[src/rtl/uart_bridge_pkg.sv]
// rtl/uart_bridge_pkg.sv - shared opcodes, widths and decoder state encoding for the UART-to-Wishbone bridge
package uart_bridge_pkg;
    localparam int ADDR_W = 32;
    localparam int DATA_W = 32;

    localparam logic [7:0] OP_WRITE = 8'hA5;
    localparam logic [7:0] OP_READ  = 8'h5A;

    typedef enum logic [2:0] {
        ST_IDLE,
        ST_ADDR,
        ST_DATA,
        ST_CSUM,
        ST_ISSUE
    } state_t;
endpackage

[src/rtl/uart_cmd_timeout.sv]
// rtl/uart_cmd_timeout.sv - inter-byte idle counter that flags an abandoned frame
module uart_cmd_timeout #(
    parameter int TIMEOUT_CYCLES = 100000
) (
    input  logic clk,
    input  logic rst,
    input  logic clear,
    input  logic enable,
    output logic expire
);
    localparam int CW = $clog2(TIMEOUT_CYCLES);
    localparam logic [CW-1:0] LAST = CW'(TIMEOUT_CYCLES - 1);

    logic [CW-1:0] cnt;

    // A byte on the expiry cycle clears the count instead of expiring
    assign expire = enable && !clear && (cnt == LAST);

    always_ff @(posedge clk) begin
        if (rst || clear || expire) begin
            cnt <= '0;
        end else if (enable) begin
            cnt <= cnt + CW'(1);
        end
    end
endmodule

[src/rtl/uart_cmd_decoder.sv]
// rtl/uart_cmd_decoder.sv - UART byte stream to registered read/write request; optional checksum via UART_CMD_CHECKSUM_EN
module uart_cmd_decoder
    import uart_bridge_pkg::*;
#(
    parameter int TIMEOUT_CYCLES = 100000
) (
    input  logic              clk,
    input  logic              rst,
    input  logic [7:0]        i_data,
    input  logic              i_data_valid,
    output logic              o_start_rx,
    output logic              o_req_valid,
    output logic              o_req_we,
    output logic [ADDR_W-1:0] o_req_addr,
    output logic [DATA_W-1:0] o_req_wdata,
    input  logic              i_req_ready,
    output logic              o_frame_err,
    output logic              o_overrun
);
`ifdef UART_CMD_CHECKSUM_EN
    localparam state_t AFTER_PAYLOAD = ST_CSUM;
`else
    localparam state_t AFTER_PAYLOAD = ST_ISSUE;
`endif

    state_t            state, state_n;
    logic [1:0]        byte_cnt, byte_cnt_n;
    logic              we, we_n;
    logic [ADDR_W-1:0] addr, addr_n;
    logic [DATA_W-1:0] wdata, wdata_n;
    logic              err_n, ovr_n;
    logic              in_frame, expire;
`ifdef UART_CMD_CHECKSUM_EN
    logic [7:0]        csum, csum_n;
`endif

    assign in_frame = (state == ST_ADDR) || (state == ST_DATA) || (state == ST_CSUM);

    uart_cmd_timeout #(.TIMEOUT_CYCLES(TIMEOUT_CYCLES)) u_timeout (
        .clk    (clk),
        .rst    (rst),
        .clear  (i_data_valid || !in_frame),
        .enable (in_frame),
        .expire (expire)
    );

    always_comb begin
        state_n    = state;
        byte_cnt_n = byte_cnt;
        we_n       = we;
        addr_n     = addr;
        wdata_n    = wdata;
        err_n      = 1'b0;
        ovr_n      = 1'b0;
`ifdef UART_CMD_CHECKSUM_EN
        csum_n     = csum;
        if (i_data_valid && (state == ST_ADDR || state == ST_DATA)) begin
            csum_n = csum ^ i_data;
        end
`endif
        case (state)
            ST_IDLE: begin
                if (i_data_valid) begin
                    if (i_data == OP_WRITE || i_data == OP_READ) begin
                        we_n       = (i_data == OP_WRITE);
                        byte_cnt_n = 2'd0;
                        addr_n     = '0;
                        wdata_n    = '0;
                        state_n    = ST_ADDR;
`ifdef UART_CMD_CHECKSUM_EN
                        csum_n     = i_data;
`endif
                    end else begin
                        err_n = 1'b1;
                    end
                end
            end
            ST_ADDR: begin
                if (i_data_valid) begin
                    addr_n     = {addr[ADDR_W-9:0], i_data};
                    byte_cnt_n = byte_cnt + 2'd1;
                    if (byte_cnt == 2'd3) begin
                        state_n = we ? ST_DATA : AFTER_PAYLOAD;
                    end
                end else if (expire) begin
                    err_n   = 1'b1;
                    state_n = ST_IDLE;
                end
            end
            ST_DATA: begin
                if (i_data_valid) begin
                    wdata_n    = {wdata[DATA_W-9:0], i_data};
                    byte_cnt_n = byte_cnt + 2'd1;
                    if (byte_cnt == 2'd3) begin
                        state_n = AFTER_PAYLOAD;
                    end
                end else if (expire) begin
                    err_n   = 1'b1;
                    state_n = ST_IDLE;
                end
            end
`ifdef UART_CMD_CHECKSUM_EN
            ST_CSUM: begin
                if (i_data_valid) begin
                    if (i_data == csum) begin
                        state_n = ST_ISSUE;
                    end else begin
                        err_n   = 1'b1;
                        state_n = ST_IDLE;
                    end
                end else if (expire) begin
                    err_n   = 1'b1;
                    state_n = ST_IDLE;
                end
            end
`endif
            ST_ISSUE: begin
                // Receiver may already have been mid-byte when start_rx fell
                ovr_n = i_data_valid;
                if (i_req_ready) begin
                    state_n = ST_IDLE;
                end
            end
            default: state_n = ST_IDLE;
        endcase
    end

    always_ff @(posedge clk) begin
        if (rst) begin
            state       <= ST_IDLE;
            byte_cnt    <= 2'd0;
            we          <= 1'b0;
            addr        <= '0;
            wdata       <= '0;
            o_frame_err <= 1'b0;
            o_overrun   <= 1'b0;
            o_req_valid <= 1'b0;
            o_start_rx  <= 1'b1;
`ifdef UART_CMD_CHECKSUM_EN
            csum        <= 8'h00;
`endif
        end else begin
            state       <= state_n;
            byte_cnt    <= byte_cnt_n;
            we          <= we_n;
            addr        <= addr_n;
            wdata       <= wdata_n;
            o_frame_err <= err_n;
            o_overrun   <= ovr_n;
            o_req_valid <= (state_n == ST_ISSUE);
            o_start_rx  <= (state_n != ST_ISSUE);
`ifdef UART_CMD_CHECKSUM_EN
            csum        <= csum_n;
`endif
        end
    end

    assign o_req_we    = we;
    assign o_req_addr  = addr;
    assign o_req_wdata = wdata;
endmodule

[config.mk]
export PLATFORM = sky130hd
export DESIGN_NAME = uart_cmd_decoder
export DESIGN_NICKNAME = d
export VERILOG_FILES = /design/src/rtl/uart_bridge_pkg.sv /design/src/rtl/uart_cmd_timeout.sv /design/src/rtl/uart_cmd_decoder.sv
export SDC_FILE = /design/constraint.sdc
export NUM_CORES = 1
export LEC_CHECK = 0
export ABC_AREA = 1
export ABC_CLOCK_PERIOD_IN_PS = 1600
export CORE_UTILIZATION = 45
export DETAILED_ROUTE_END_ITERATION = 8
export PLACE_DENSITY_LB_ADDON = 0.08
export SLEW_MARGIN = 25
export SYNTH_ARGS = -nofsm -noshare
export SYNTH_HDL_FRONTEND = slang
export SYNTH_SLANG_ARGS = --single-unit
[constraint.sdc]
create_clock -name clk -period 1.6 [get_ports clk]
set_input_delay 0.16 -clock clk [delete_from_list [all_inputs] [get_ports clk]]
set_output_delay 0.16 -clock clk [all_outputs]
set_load 0.03 [all_outputs]
* Word-level counts from Yosys, hierarchy flattened
Cells that the tools add are included.
Word-level totals: register bits 91, latch bits 0, bits in writable memories 0, memory bits (read-only) 0, input port bits 12, output and inout bits 69, logic and storage cells 73, memories 0
Cells by class: add/subtract/negate cells 2, multipliers 0, div/mod/pow operators 0, order comparisons 0, eq/ne operators 15, shift operators 0, muxes and demuxes 25, bitwise logic cells 1, reduce and logical (&&, ||, !) cells 20
Operators with widths (count):
- $mux W32 | 4
- $pmux W32 S2 | 2
- $mux W3 | 9
- $add A17 B1 Y17 const B | 1
- $eq A17 B17 Y1 const B | 1
- $pmux W3 S4 | 1
- $reduce_and A4 Y1 | 3
- $eq A8 B7 Y1 const B | 1
- $eq A8 B8 Y1 const B | 1
- $ne A2 B2 Y1 const B | 4
- $eq A3 B2 Y1 const B | 2
- $eq A3 B3 Y1 const B | 2
- $logic_or A1 B1 Y1 | 6
- $mux W2 | 3
- $reduce_bool A2 Y1 | 3
- $mux W1 | 4
- $pmux W2 S2 | 1
- $reduce_or A2 Y1 | 2
- $eq A3 B1 Y1 const B | 1
- $logic_not A3 Y1 | 1
- $ne A3 B3 Y1 const B | 1
- $reduce_and A3 Y1 | 1
- $add A2 B1 Y2 const B | 1
- $eq A2 B2 Y1 const B | 1
- other kinds (5) | 7

* Longest topological paths before layout
Gate-level depths: netlist of run 1.
depth after elaboration 12, depth in mapped cells 10, gate-level depth less buffers 9

* Modules after synthesis
From an unflattened synthesis of run 1, not the netlist that was laid out.
Second synthesis, totals: cells, all modules 732, area, all modules 4657.0 um2
Modules (own cells, without submodules):
- uart_cmd_decoder | instances 1, cells each 589, area each 3712.3 um2, sequential area each 1481.4 um2
- uart_cmd_timeout | instances 1, cells each 143, area each 944.7 um2, sequential area each 340.3 um2

* Least setup slack after synthesis of run 1
OpenSTA, ideal clock, no wires.
kind reg-to-reg, start point register u_timeout.cnt[1], end point register u_timeout.cnt[16], setup time 0.117 ns, arrival time 1.223 ns, data required time 1.483 ns, setup slack 0.259 ns, stages on the path, launching flop included 9, buffers on the path 0, period minus slack after synthesis 1.341 ns, cells stage by stage dfxtp_1 ha_1 nand3_1 nor2_1 inv_1 nor2_2 nand3_1 nand2_1 a21oi_1
Between the ends: word-level cells in the longest chain between the ends 3, elaborated cells on any way between the ends 4, those cells by class add/sub (1); eq/ne (1); reduce/logical (2)
Ends and longest elaborated chain:
- start: declaration | line uart_cmd_timeout.sv:14 | logic [CW-1:0] cnt;
- start signal: assignment | line uart_cmd_timeout.sv:23 | cnt <= cnt + CW'(1);
- parallel branches: the longest is 3 deep, another holds $add A17 B1 Y17
Several ways; the timed one is not identified. A chain may end at the register's enable or synchronous reset.

* Worst setup path in the final report of run 1
start point register wdata[19] (netlist: o_req_wdata[19]), end point output port o_req_wdata[19]
RTL lines:
- start: declaration | line uart_cmd_decoder.sv:30 | logic [DATA_W-1:0] wdata, wdata_n;
- start signal: assignment | line uart_cmd_decoder.sv:147 | wdata <= wdata_n;
- end: declaration | line uart_cmd_decoder.sv:15 | output logic [DATA_W-1:0] o_req_wdata,
No word-level cell between the ends.

==> reports/metrics.cfg, run 1 <==
[power_and_ir_drop]
irDropWorstVdd_mv = 0.3442
leakage_nw = 3.093
totalPowerFinal_mw = 4.069
powerDensity_nw_per_um2 = 721.2

[routing]
vias = 4048
drc = 0
drt-pass1-iter-count = 4
ant_nets = 0
wl_per_cell_um = 11.90
drt_iter0_markers = 209
vias_per_cell = 4.762
wirelength_mm = 10.11

[worst_setup_path]
cp.required_ns = 1.44
rrSetupSlack_ns = 0.12
critPathTopFamily = buffers and inverters
worstReg2RegStart = state[2]
cp.arrival_ns = 1.39
crit_chain = clkdlybuf4s50_1
critPathCaptureType = primary output
cp_max_fo = 3
critical_path.max_stage_delay_ns = 0.68
worstSetupStartpointType = flop
path_buf_inv = 1
critical_path.reg2reg.endpoint = o_req_wdata[24]
rr_worst_depth = 9
critPathKind = reg -> out
cp_slowest_cell = clkdlybuf4s50_1

[synthesis]
yosysUniqueCellTypes = 31
ys_top_cells_by_area = dfxtp_1 (43%), nor2_1 (12%), nand2_1 (12%)
synth-edff-count = 0
ys_ff_latch = 91
syn_area_per_cell_um2 = 6.877
synth_async_sr_flop_share = 0
ys_warn_count = 0
synthDominantCellAreaShare = 0.4252
synth_ff_type = dfxtp_1
synth_area_leader_cell = dfxtp_1
netlist_area_um2 = 4284
synth_fp_nets = 637
synth-seq-area-share = 0.4252
synth_cells = 623

[min_path]
hold_class = reg -> reg
whs_endpoint = u_timeout.cnt[13]
worstHoldStart = u_timeout.cnt[13]
hold-path-cell-count = 2

[clock_network]
clkLatencyLatePin_ns = 0.36
cts_hold_buf = 0
clock_path_buffers = 2
clkTransAtPathRegs_ns = 0.09
cts_tree = yes
clock_sinks = 91
cts_made_buffers = 9
htreeDepth = 3
cts-root-buf = clkbuf_8

[timing]
setup_violations = 0
slew_headroom = 0.7658
hold_viol = 0
slew_viol_final = 0
max_freq_ghz = 0.6451
skew_ns = 0.006855
fin_crit_sh = 0.9689
rsz0062_at_grt = true
worst_pin_slew_ns = 0.3508
period_needed_ns = 1.550

[die]
io_pins = 81
rows = 35
initial_core_util = 0.4636
die-width_um = 99.57
die_h_um = 99.57
core_region_area_um2 = 9240
die_area_um2 = 9914

[finish]
mostFrequentLayoutCells = nor2_1 (141), nand2_1 (135), dfxtp_1 (90)
drive_above_1_share = 0.09847
layout_commonest_cell = nor2_1
area_growth_pct = 31.69
finalNetCount = 730
final_cells = 850
diodes = 0

[grt]
grt_pass1_vias = 3695
antenna_found_initial = 0
grt_usage = 0.2138
grt_overflow_total = 0
grt_start_max_net_pins = 35
grt_pass1_wl_mm = 17.11

[outcome]
status = completed

[place]
gp_congestion = 0.8620
dp.cells = 834
numPortBuffers = 80
dp_hpwl_mm = 6.975

[flow_run]
maxCapViolations = 0

[cell type report]
cell class | count | area, um2
fillers | 896 | 3598
multi-input cells | 422 | 2003
flip-flops and latches | 91 | 1823
repair buffers | 111 | 1157
inverters | 81 | 304.0
well taps | 129 | 161.4
clock buffers | 10 | 127.6
clock inverters | 6 | 65.06
[through the flow]
stage / setup slack [ns] / TNS, ns / hold WS, ns / area (um2) / utilization
final: 0.04977 / 0 / 0.4901 / 5642 / 0.6106
after global routing: -0.03260 / -0.1368 / 0.5186 / 5642 / 0.6106
after CTS: 0.001725 / 0 / 0.4899 / 5557 / 0.6014
after detailed placement: -0.2704 / -10.42 / 0.4740 / 5375 / 0.5817
after global placement: -0.1487 / -6.290 / 0.4650 / 5375 / 0.5817
after floorplan: 0.2592 / 0 / 0.2291 / 4284 / -
[sequential cells by signal, indices dropped and copies added (netlist names), 2 cells and up]
signal,flops
o_req_addr,32
o_req_wdata,32
u_timeout.cnt,17
state,3
byte_cnt,2
[layer usage]
metal	share of wire	routed length, um	global-route usage
met1	0.52	5221	0.3059
met5	0	0	0
met4	0.0094	95	0.06222
met3	0.031	315	0.04006
met2	0.44	4479	0.3269
[kinds of logic (layout without fill, tap and decap cells)]
kind of cell	count (synthesis)	after routing	synth area share
AOI/OAI and AO/OA	81	81	0.1157
and+or+nand+nor	334	334	0.3303
DFF	91	91	0.4252
adders and majority gates	2	2	0.005840
buffers and inverters	110	208	0.1127
xor gates and xnor gates	5	5	0.01022
[synth_stat cells, types with 3 or more instances]
master and count:
a21oi_1 9, a22oi_1 32, buf_2 8, buf_6 7, clkbuf_1 11, dfxtp_1 91, inv_1 75, inv_2 5
nand2_1 135, nand2_2 4, nand3_1 17, nand4_1 16, nor2_1 142, nor3_1 10, o21ai_0 22, o21ai_1 14
xor2_1 3
[worst register-to-register path, stage by stage (launching register included)]
cell and delay, ns:
dfxtp_1 0.38, inv_2 0.09, nand2_2 0.08, nor2_1 0.20, nand2_2 0.16, nand3_4 0.14, buf_12 0.18, nand2_1 0.07
nand2_1 0.05, nor2_1 0.03
[report_power, final]
part | switching [mW] | internal, mW | total (mW)
logic | 0.127 | 0.106 | 0.232
clock network | 0.826 | 0.726 | 1.55
registers | 0.00857 | 2.28 | 2.28
[how the worst max path moves through the flow]
stage	endpoint	depth (start not counted)	startpoint	slack, ns
after global placement	o_req_addr[12]	10	i_data[0]	-0.15
after CTS	o_req_wdata[9]	1	o_req_wdata[9]	0.002
after floorplan	u_timeout.cnt[16]	8	u_timeout.cnt[1]	0.26
after global routing	u_timeout.cnt[10]	6	state[0]	-0.03
after detailed placement	o_req_addr[4]	9	i_data[7]	-0.27
final	o_req_wdata[19]	1	o_req_wdata[19]	0.05
[what timing repair did]
item                                    CTS  global route
hold endpoints to repair                  0             0
endpoints found under the setup margin    9            56
buffers inserted                          0             0
resized for setup                         9            31
pin swaps                                 0             1
Power figures use the tool's default switching activity.
==> inputs of run 2 (changes only) <==
Settings changed: ABC_AREA 1 to default, DONT_BUFFER_PORTS from default to 1, SLEW_MARGIN 25 to 40.
==> reports/metrics.cfg, run 2 <==
[synthesis]
synth_ff_type = dfxtp_1
synth_async_sr_flop_share = 0
synth_cells = 420
ys_top_cells_by_area = dfxtp_1 (48%), nand3b_1 (7.8%), nand2_1 (4.3%)
synth.most_common_cell = dfxtp_1
ys_ff_latch = 91
synth-edff-count = 0
yosysUniqueCellTypes = 50
synth-seq-area-share = 0.4752
ys_warn_count = 0
synthDominantCellAreaShare = 0.4752
netlist_area_um2 = 3834
yosys-top-cells-count = dfxtp_1 (91), nand2_1 (44), nand3b_1 (40), o21ai_1 (33), nand2b_1 (26)
syn_area_per_cell_um2 = 9.128
synth_area_leader_cell = dfxtp_1
synth_fp_nets = 434

[clock_network]
cts_tree = yes
cts-root-buf = clkbuf_8
clkTransAtPathRegs_ns = 0.10
clock_sinks = 91
clkLatencyLatePin_ns = 0.36
htreeDepth = 3
cts_made_buffers = 9
clock_path_buffers = 2

[grt]
grt_usage = 0.2136
grt_overflow_total = 0
grt_start_max_net_pins = 55
grt_pass1_wl_mm = 14.72
antenna_found_initial = 0
grt_pass1_vias = 3017

[timing]
max_freq_ghz = 0.6529
skew_ns = 0.01008
setup_violations = 0
setup_ws_ns = 0.06833
fin_crit_sh = 0.9573
hold_viol = 0
slew_viol_final = 0
worst_pin_slew_ns = 0.4341
fin_hold_ws_ns = 0.02598
rsz0062_at_grt = true
slew_headroom = 0.7102
period_needed_ns = 1.532

[min_path]
worstHoldStart = rst
hold_class = in -> reg

[die]
io_pins = 81
die-width_um = 94.30
initial_core_util = 0.4666
die_h_um = 94.30
die_area_um2 = 8892
core_region_area_um2 = 8217
rows = 33

[worst_setup_path]
critPathCaptureType = flop
cp.required_ns = 1.89
critical_path.max_stage_delay_ns = 0.51
cp.arrival_ns = 1.82
worstSetupStartpointType = flop
crit_start = u_timeout.cnt[6]
cp_max_fo = 7
critPathKind = reg -> reg
worstReg2RegStart = u_timeout.cnt[6]
cp_slowest_cell = or4_1
crit_chain = and4_4 -> nand4_4 -> or4_1 -> a21oi_1

[place]
dp.cells = 520
dp_slack_ns = -0.04820
dp_hpwl_mm = 5.727
numPortBuffers = 0
gp_congestion = 0.7733

[power_and_ir_drop]
irDropWorstVdd_mv = 0.5619
powerDensity_nw_per_um2 = 907.9
totalPowerFinal_mw = 4.119
leakage_nw = 1.493

[routing]
wl_per_cell_um = 16.94
vias = 3123
drt_iter0_markers = 85
drt-pass1-iter-count = 4
drc = 0
vias_per_cell = 5.637
ant_nets = 0
wirelength_mm = 9.384

[outcome]
status = completed

[finish]
post-route-util = 0.5522
finalNetCount = 458
final_cells = 554
fillCellCount = 773
layout_commonest_cell = dfxtp_1
mostFrequentLayoutCells = dfxtp_1 (87), nand2_1 (44), nand3b_1 (40)
diodes = 0
area_growth_pct = 18.34
drive_above_1_share = 0.1693

[flow_run]
maxCapViolations = 0

==> run 2: changes by cell type in the layout (fill, tap and decap cells not counted), moves of 14 or more <==
cell,delta
inv_1,-62
nor2_1,-125
nand3b_1,+40
o22ai_1,+14
nand2b_1,+26
clkdlybuf4s50_1,-47
o21ai_1,+19
dlymetal6s2s_1,-24
a22oi_1,-32
nand2_1,-91
==> run 2: what timing repair did <==
| item | CTS | global route |
|---|---|---|
| setup endpoints to repair | 7 | 21 |
| gates cloned | 0 | 1 |
| resized for setup | 4 | 12 |
| hold buffers | 10 | 0 |
| hold endpoints to repair | 57 | 0 |
| pin swaps | 1 | 2 |
| setup buffers | 5 | 2 |
==> run 2: metrics by stage <==
stage | instance area (um2) | TNS [ns]
floorplan | 3834 | 0
global placement | 4070 | -0.005605
detailed placement | 4070 | -0.05007
CTS | 4451 | 0
global route | 4537 | 0
finish | 4537 | 0
==> run 2: report_power, final <==
group	switching [mW]	total, mW	leakage, nW	internal (mW)
combinational	0.0449	0.103	0.648	0.0584
clock	0.855	1.75	0.110	0.892
sequential	0.00458	2.27	0.735	2.26
total	0.904	4.12	1.49	3.21
==> run 2: path summary, 6_finish.rpt <==
kind	endpoint	slack, ns	depth (start not counted)
worst max-delay path	u_timeout.cnt[14]	0.07	4
worst min register to register	byte_cnt[0]	0.49	1
worst min-delay path	o_req_wdata[16]	0.03	2
worst max register to register	u_timeout.cnt[14]	0.07	4
==> run 2: worst max-delay path: cells and delay by family, from the launching register on <==
kind	cells	cell delay (ns)
DFF	1	0.39
AOI/OAI and AO/OA	1	0.15
and+or+nand+nor	3	0.93
==> run 2: per-layer routing <==
| layer | up-vias | track usage | part of all wire |
|---|---|---|---|
| met4 | 0 | 0.06923 | 0.0061 |
| li1 | 1551 | - | - |
| met5 | - | 0 | 0 |
| met1 | 1502 | 0.2939 | 0.50 |
| met3 | 4 | 0.05178 | 0.045 |
| met2 | 66 | 0.3267 | 0.45 |
==> run 2: area by class of cell <==
type,count,area (um2),area share
clock buffers,9,123.9,0.02730
clock inverters,7,98.84,0.02179
inverters,12,45.04,0.009928
multi-input cells,287,1903,0.4195
flip-flops and latches,91,1827,0.4026
well taps,105,131.4,0.02896
repair buffers,43,407.9,0.08991
==> run 2: cell families after synthesis <==
group,Yosys count,synth area share
compound gates,101,0.1713
xor+xnor,9,0.02056
fa+ha+maj,3,0.009137
buf+inv,43,0.05189
flops,91,0.4752
mux,1,0.002611
simple gates,172,0.2693
==> inputs of run 3 (changes only) <==
Settings changed: ABC_CLOCK_PERIOD_IN_PS 1600 to 1500, HOLD_SLACK_MARGIN from default to 0.12.
Clock period 1.6 ns to 1.5 ns, I/O delays scaled along.
==> reports/metrics.cfg, run 3 (synthesis gave the netlist of run 2 again) <==
[timing]
worst_pin_slew_ns = 0.4176
hold_viol = 0
period_needed_ns = 1.473
rsz0062_at_grt = true
setup-tns-final_ns = 0
slew_headroom = 0.7212
slew_viol_final = 0
fin_crit_sh = 0.9821
skew_ns = 0.01107
setup_violations = 0
max_freq_ghz = 0.6789

[worst_setup_path]
cp_slowest_cell = o41ai_1
critPathCaptureType = flop
rrSetupSlack_ns = 0.03
cp.arrival_ns = 1.69
critical_path.max_stage_delay_ns = 0.46
cp.required_ns = 1.72
cp_max_fo = 4
critPathTopFamily = compound AO/OA/AOI/OAI gates
crit_chain = ha_4 -> and4_1 -> nand4_1 -> o41ai_1
rr_worst_depth = 4
critPathKind = reg -> reg
worstSetupStartpointType = flop
worstReg2RegStart = u_timeout.cnt[0]
critical_path.reg2reg.endpoint = o_frame_err
path_buf_inv = 0

[finish]
mostFrequentLayoutCells = dfxtp_1 (82), nand2_1 (43), nand3b_1 (40)
diodes = 0
area_growth_pct = 21.34
finalNetCount = 470
fillCellCount = 779
final_cells = 565
drive_above_1_share = 0.2152
post-route-util = 0.5662
layout_commonest_cell = dfxtp_1

[die]
rows = 33
io_pins = 81
die_h_um = 94.30
core_region_area_um2 = 8217
die-width_um = 94.30
initial_core_util = 0.4666
die_area_um2 = 8892

[power_and_ir_drop]
irDropWorstVdd_mv = 0.4941
totalPowerFinal_mw = 4.210
leakage_nw = 1.540
powerDensity_nw_per_um2 = 905.1

[routing]
vias_per_cell = 5.657
drt_iter0_markers = 163
drt-pass1-iter-count = 7
vias = 3196
ant_nets = 0
drc = 0
wirelength_mm = 9.399
wl_per_cell_um = 16.64

[grt]
grt_overflow_total = 0
antenna_found_initial = 0
grt_pass1_vias = 2863
grt_usage = 0.2127
grt_pass1_wl_mm = 14.90
grt_start_max_net_pins = 79

[flow_run]
maxCapViolations = 0

[clock_network]
clkLatencyLatePin_ns = 0.35
clock_path_buffers = 2
cts-root-buf = clkbuf_8
htreeDepth = 3
clkTransAtPathRegs_ns = 0.09
cts_made_buffers = 9
clock_sinks = 91
cts_tree = yes

[min_path]
hold_class = in -> reg
hold-path-cell-count = 4
worstHoldStart = rst
whs_endpoint = u_timeout.cnt[10]

[outcome]
status = completed

[place]
gp_congestion = 0.7750
dp_hpwl_mm = 5.754
dp.cells = 535
numPortBuffers = 0

## run 3: changes by cell type in the layout (fill, tap and decap cells not counted), moves of 3 or more
cell,delta
dfxtp_2,+4
buf_4,+8
a21oi_1,-3
a21oi_2,+3
dfxtp_1,-5
## run 3: how the worst max path moves through the flow
stage                      start                end  slack, ns  cells past startpoint
3_5_place_dp    u_timeout.cnt[0]           state[0]      -0.07                      5
3_3_place_gp   u_timeout.cnt[11]           state[0]      -0.02                      4
5_1_grt                 state[1]         o_start_rx      -0.04                      6
2_1_floorplan           state[2]  u_timeout.cnt[11]      -0.06                      7
4_1_cts        u_timeout.cnt[12]           state[0]      0.003                      4
6_report        u_timeout.cnt[0]        o_frame_err       0.03                      4
## run 3: report_power, final
group          internal, mW  leakage, nW  total, mW  switching [mW]
combinational        0.0730        0.707      0.130          0.0565
sequential             2.41        0.738       2.42         0.00485
clock                 0.809       0.0954       1.66           0.854
## run 3: cell type report
cell class	count	area, um2	area share
Multi-Input combinational cell	287	1918	0.4123
Timing Repair Buffer	55	529.3	0.1138
Sequential cell	91	1836	0.3946
Tap cell	105	131.4	0.02824
Clock buffer	11	141.4	0.03039
Inverter	12	45.04	0.009683
Clock inverter	4	51.30	0.01103
## run 3: what timing repair did
item | 4_1_cts | 5_1_grt
pin swaps | 3 | 4
gates cloned | 1 | 0
endpoints found under the setup margin | 8 | 47
gates resized for setup | 7 | 26
buffers inserted | 2 | 0
hold endpoints to repair | 73 | 1
hold buffers | 11 | 1
## run 3: per-layer routing
layer / wire, um / vias up / GRT usage
li1: - / 1584 / -
met1: 4583 / 1514 / 0.3183
met2: 4128 / 87 / 0.2971
met3: 563 / 11 / 0.04693
met4: 124 / 0 / 0.06923
met5: 0 / - / 0
## run 3: worst reg2reg max path, delay by kind of cell (launching register included)
kind | cells | cell delay [ns]
AO/OA/AOI/OAI | 1 | 0.46
AND/OR/NAND/NOR | 2 | 0.37
flip-flops | 1 | 0.36
adder cells (fa/ha/maj) | 1 | 0.15
## run 3: stage by stage
| step | cell area, um2 | worst slack (ns) | hold WS, ns |
|---|---|---|---|
| 5_1_grt | 4652 | -0.04106 | 0.1202 |
| 6_report | 4652 | 0.02692 | 0.1295 |
| 2_1_floorplan | 3835 | -0.06420 | 0.2646 |
| 3_5_place_dp | 4195 | -0.06824 | 0.2282 |
| 3_3_place_gp | 4195 | -0.02455 | 0.2271 |
| 4_1_cts | 4561 | 0.003081 | 0.1252 |
==> edit 1 (flow settings as in run 2) <==
The output `o_frame_err` loses its register stage (`o_frame_err` becomes a continuous assignment).
--- a/src/rtl/uart_cmd_decoder.sv
+++ b/src/rtl/uart_cmd_decoder.sv
@@ -133,5 +133,4 @@
             addr        <= '0;
             wdata       <= '0;
-            o_frame_err <= 1'b0;
             o_overrun   <= 1'b0;
             o_req_valid <= 1'b0;
@@ -146,5 +145,4 @@
             addr        <= addr_n;
             wdata       <= wdata_n;
-            o_frame_err <= err_n;
             o_overrun   <= ovr_n;
             o_req_valid <= (state_n == ST_ISSUE);
@@ -156,4 +154,6 @@
     end
 
+    assign o_frame_err = err_n;
+
     assign o_req_we    = we;
     assign o_req_addr  = addr;
Function: changed (Yosys sat finds a counterexample within 4 cycles, from zero or initial values and one cycle with rst high).
==> edit 1 against run 2 <==
Worst setup slack got worse by 0.57 ns. Final cell count fell by 9.0%. Highest routed layer unchanged. Critical path depth rose by 1. Sequential share of layout area rose by 3.4 points. Total power fell by 2.3%. Worst hold slack got worse by 0.019 ns. First-iteration DRC count rose by 54%. Sequential cell count fell by 1. Routed wire length fell by 16%. Synthesized area fell by 10%. Maximum frequency fell by 27%. Critical path type is now reg -> out. The flow now finishes with violations (negative setup slack). Global-route usage fell by 0.93 points. Critical endpoint is now o_frame_err. Cell area fell by 9.1%.
==> edit 1: results (changes against run 2) <==
| Metric | Value |
|---|---|
| Postcts setup bufs | `0 (-5)` |
| Finished Layout Cells | `504 (-9.0%)` |
| DP Area | `0.003777 mm² (-7.2%)` |
| Final nets | `415 (-9.4%)` |
| Setup Skew | `0.005418 ns (-0.004660 ns)` |
| CP peak stage delay | `0.54 ns (+0.03 ns)` |
| Failing checks | `negative setup slack` |
| Worst Path Arrival | `1.94 ns (+0.12 ns)` |
| CP endpoint | `o_frame_err` |
| Lkg Pwr | `1.454 nW (-2.6%)` |
| Vias in the first global route | `2492 (-17%)` |
| Hold Crit Start | `i_data_valid` |
| Cts repair resizes | `2 (-2)` |
| XOR/XNOR Fraction of Synth Area | `0.03808 (+0.01752)` |
| Crit path max fanout | `2 (-5)` |
| Synth Area in Compound Gates | `0.1893 (+0.01799)` |
| Final HPWL DP | `5058 µm (-12%)` |
| Worst vdd ir | `0.6568 mV (+17%)` |
| First-pass GRT wire length | `12480 µm (-15%)` |
| Vias per cell | `5.560 (-1.4%)` |
| Final WS setup | `-0.4983 ns (-0.5666 ns)` |
| Syn Nets | `386 (-11%)` |
| Mux cell area share after synthesis | `0 (-0.002611)` |
| Setup violators final | `1 (+1)` |
| Synth top area cells | `dfxtp_1 (52%), a22oi_1 (14%), nor2_1 (11%)` |
| Max_slew headroom | `0.7291 (+0.01884)` |
| # fillers | `660 (-15%)` |
| Worst Reg-to-Reg Cells | `6 (+2)` |
| R2R Setup Slk | `0.02 ns (-0.05 ns)` |
| Worst Hold Depth | `1 (-1)` |
| Outcome | `complete, but fails checks` |
==> edit 1: cell types whose count changed in the layout (fill, tap and decap cells not counted), moves of 24 or more <==
cell,before,now
a22oi_1,0,65
nand2_1,44,13
nand2b_1,26,2
nand3b_1,40,0
nor2_1,16,95
o21ai_1,34,0
==> edit 1: final cells by class <==
class / instances / area [µm²] / area share
tap: 99 / 123.9 / 0.03003
multi-input combinational: 256 / 1556 / 0.3773
timing repair buffer: 42 / 420.4 / 0.1019
sequential: 90 / 1802 / 0.4368
clock inverter: 6 / 91.34 / 0.02214
inverter: 2 / 7.507 / 0.001820
clock buffer: 9 / 123.9 / 0.03003
==> edit 1: worst max-delay path, delay by kind of cell, from the launching register on <==
| kind | cells | cell delay [ns] |
|---|---|---|
| AO/OA/AOI/OAI | 2 | 0.53 |
| flip-flops | 1 | 0.32 |
| AND/OR/NAND/NOR | 3 | 0.74 |
==> edit 2 (flow settings as in run 2) <==
Without the edit above. The package constant `DATA_W` goes from 32 to 64.
--- a/src/rtl/uart_bridge_pkg.sv
+++ b/src/rtl/uart_bridge_pkg.sv
@@ -2,5 +2,5 @@
 package uart_bridge_pkg;
     localparam int ADDR_W = 32;
-    localparam int DATA_W = 32;
+    localparam int DATA_W = 64;
 
     localparam logic [7:0] OP_WRITE = 8'hA5;
Ports: changed (resized o_req_wdata); port bits go from 81 to 113. The function was not compared with the original's and may differ.
==> edit 2 against run 2 <==
The run now ends with negative setup slack left. Cell area grew 46%. Worst setup slack worse by 0.24 ns. Synthesized cell count grew 25%. Total power up 67%. Non-clock buffer count increased by 35. Count of clock-buffer cells in the layout grew 12. Routed wire length is 50% higher. Global-route usage rose by 3.0 points. Critical path depth unchanged. Synthesized area increased by 28%. Sequential cell count up 32. Largest power group is now the clock network.
==> edit 2: results (changes against run 2) <==
| Metric | Value |
|---|---|
| Outcome | `complete, but fails checks` |
| Failing checks | `negative setup slack` |
| DP Area | `0.005348 mm² (+31%)` |
| Pin count of the biggest net entering global routing | `106 (+93%)` |
| Met1 WL | `6270 µm (+34%)` |
| Hold EP | `o_frame_err$_SDFF_PP0_` |
| Final HPWL DP | `7732 µm (+35%)` |
| DRT iter0 DRCs | `338 (+300%)` |
| Netlist cell types | `49 (-2.0%)` |
| Crit path max fanout | `6 (-1)` |
| Setup violators final | `43 (+43)` |
| Total GRT Usage | `0.2440 (+0.03041)` |
| Setup tns final | `-1.424 ns (-1.424 ns)` |
| Vias in the first global route | `4048 (+34%)` |
| Worst-skew pair later-pin latency | `0.53 ns (+0.17 ns)` |
| Setup Skew | `0.007441 ns (-0.002638 ns)` |
| R2R Setup Slk | `-0.17 ns (-0.24 ns)` |
| FF-to-FF Start | `state[2]$_SDFF_PP0_` |
| Sequential share of the synthesized area | `0.4999 (+0.02468)` |
| Synth top area cells | `dfxtp_1 (50%), nand2b_1 (7.2%), o22ai_1 (6.1%)` |
| Worst vdd ir | `0.6839 mV (+22%)` |
| Worst Path Arrival | `2.21 ns (+0.39 ns)` |
| Num CTS Buffers | `17 (+8)` |
| Synth top cells by count | `dfxtp_1 (123), nand2b_1 (57), o22ai_1 (48), nand2_1 (42), nand3b_1 (33)` |
| Clock transition at path regs | `0.06 ns (-0.04 ns)` |
| Final cell utilization of the core | `0.6318 (+0.07963)` |
| GP Congestion | `0.7737 (about the same)` |
| Share of cells above drive strength 1 | `0.2391 (+0.06979)` |
| DR pass1 iterations | `5 (+1)` |
| Least-Margin Pin Slew | `0.4747 ns (+0.04066 ns)` |
| Routed wire per std cell | `19.23 µm (+14%)` |
| H-tree depth | `4 (+1)` |
| Final WS setup | `-0.1688 ns (-0.2372 ns)` |
| Lkg Pwr | `2.221 nW (+49%)` |
| Hold Crit Start | `i_data_valid` |
| Reg-to-Reg End | `u_timeout.cnt[16]$_SDFFE_PP0N_` |
-- edit 2: cell types whose count changed after synthesis, sizes merged, moves of 7 or more --
| cell | delta |
|---|---|
| o21ai | -8 |
| clkbuf | +9 |
| dfxtp | +32 |
| nand3b | -7 |
| nand2b | +31 |
| inv | +10 |
| o32ai | +8 |
| o22ai | +32 |
-- edit 2: critical path, cell delays in order, from the launching register on --
cell,delay (ns)
dfxtp_2,0.32
o21bai_4,0.18
or4_4,0.53
or4_1,0.50
a21oi_1,0.17
-- edit 2: power breakdown --
part           leakage [nW]  internal [mW]  switching [mW]
sequential            0.994           3.07         0.00463
combinational         0.962         0.0816          0.0770
clock                 0.264           2.25            1.39
-- edit 2: timing repair --
item	CTS	global route
gates cloned	8	3
pin swaps	11	9
endpoints found under the hold margin	106	0
setup buffers	6	5
hold buffers	16	0
setup endpoints to repair	82	91
resized for setup	30	24
-- edit 2: cells by family (layout without fill, tap and decap cells) --
logic type | Yosys count | count (layout) | share of synthesized area
and+or+nand+nor | 193 | 194 | 0.2311
AOI/OAI and AO/OA | 133 | 133 | 0.1819
DFF | 123 | 123 | 0.4999
buffers and inverters | 63 | 131 | 0.06198
xor gates and xnor gates | 9 | 9 | 0.01600
adders and majority gates | 3 | 3 | 0.007111
muxes | 1 | 1 | 0.002032
-- edit 2: area by class of cell --
type / instances / area share
well taps: 136 / 0.02574
clock buffers: 21 / 0.06644
multi-input cells: 340 / 0.3613
repair buffers: 78 / 0.1422
clock inverters: 10 / 0.01798
inverters: 22 / 0.01249
flip-flops and latches: 123 / 0.3738
-- edit 2: routing by layer --
metal	GRT usage	up-vias
li1	-	2014
met3	0.08389	14
met5	0	-
met4	0.06556	0
met1	0.3230	2018
met2	0.3779	142
-- edit 2: worst max path at each step --
stage                                   start  slack (ns)                             end  cells after the start
after floorplan           state[2]$_SDFF_PP0_       -0.24  u_timeout.cnt[15]$_SDFFE_PP0N_                      6
after global placement    state[2]$_SDFF_PP0_       -0.13  u_timeout.cnt[16]$_SDFFE_PP0N_                      4
final                     state[2]$_SDFF_PP0_       -0.17  u_timeout.cnt[16]$_SDFFE_PP0N_                      4
after CTS                 state[2]$_SDFF_PP0_       -0.13  u_timeout.cnt[16]$_SDFFE_PP0N_                      4
after global routing      state[2]$_SDFF_PP0_       -0.18  u_timeout.cnt[16]$_SDFFE_PP0N_                      4
after detailed placement  state[2]$_SDFF_PP0_       -0.17  u_timeout.cnt[16]$_SDFFE_PP0N_                      4
-- edit 2: stage by stage --
step / std cells / hold slack, ns
6_report: 730 / 0.01006
5_1_grt: 730 / 0.01228
4_1_cts: 723 / 0.001032
3_5_place_dp: 662 / 0.2567
3_3_place_gp: 662 / 0.2611
2_1_floorplan: 525 / 0.2686
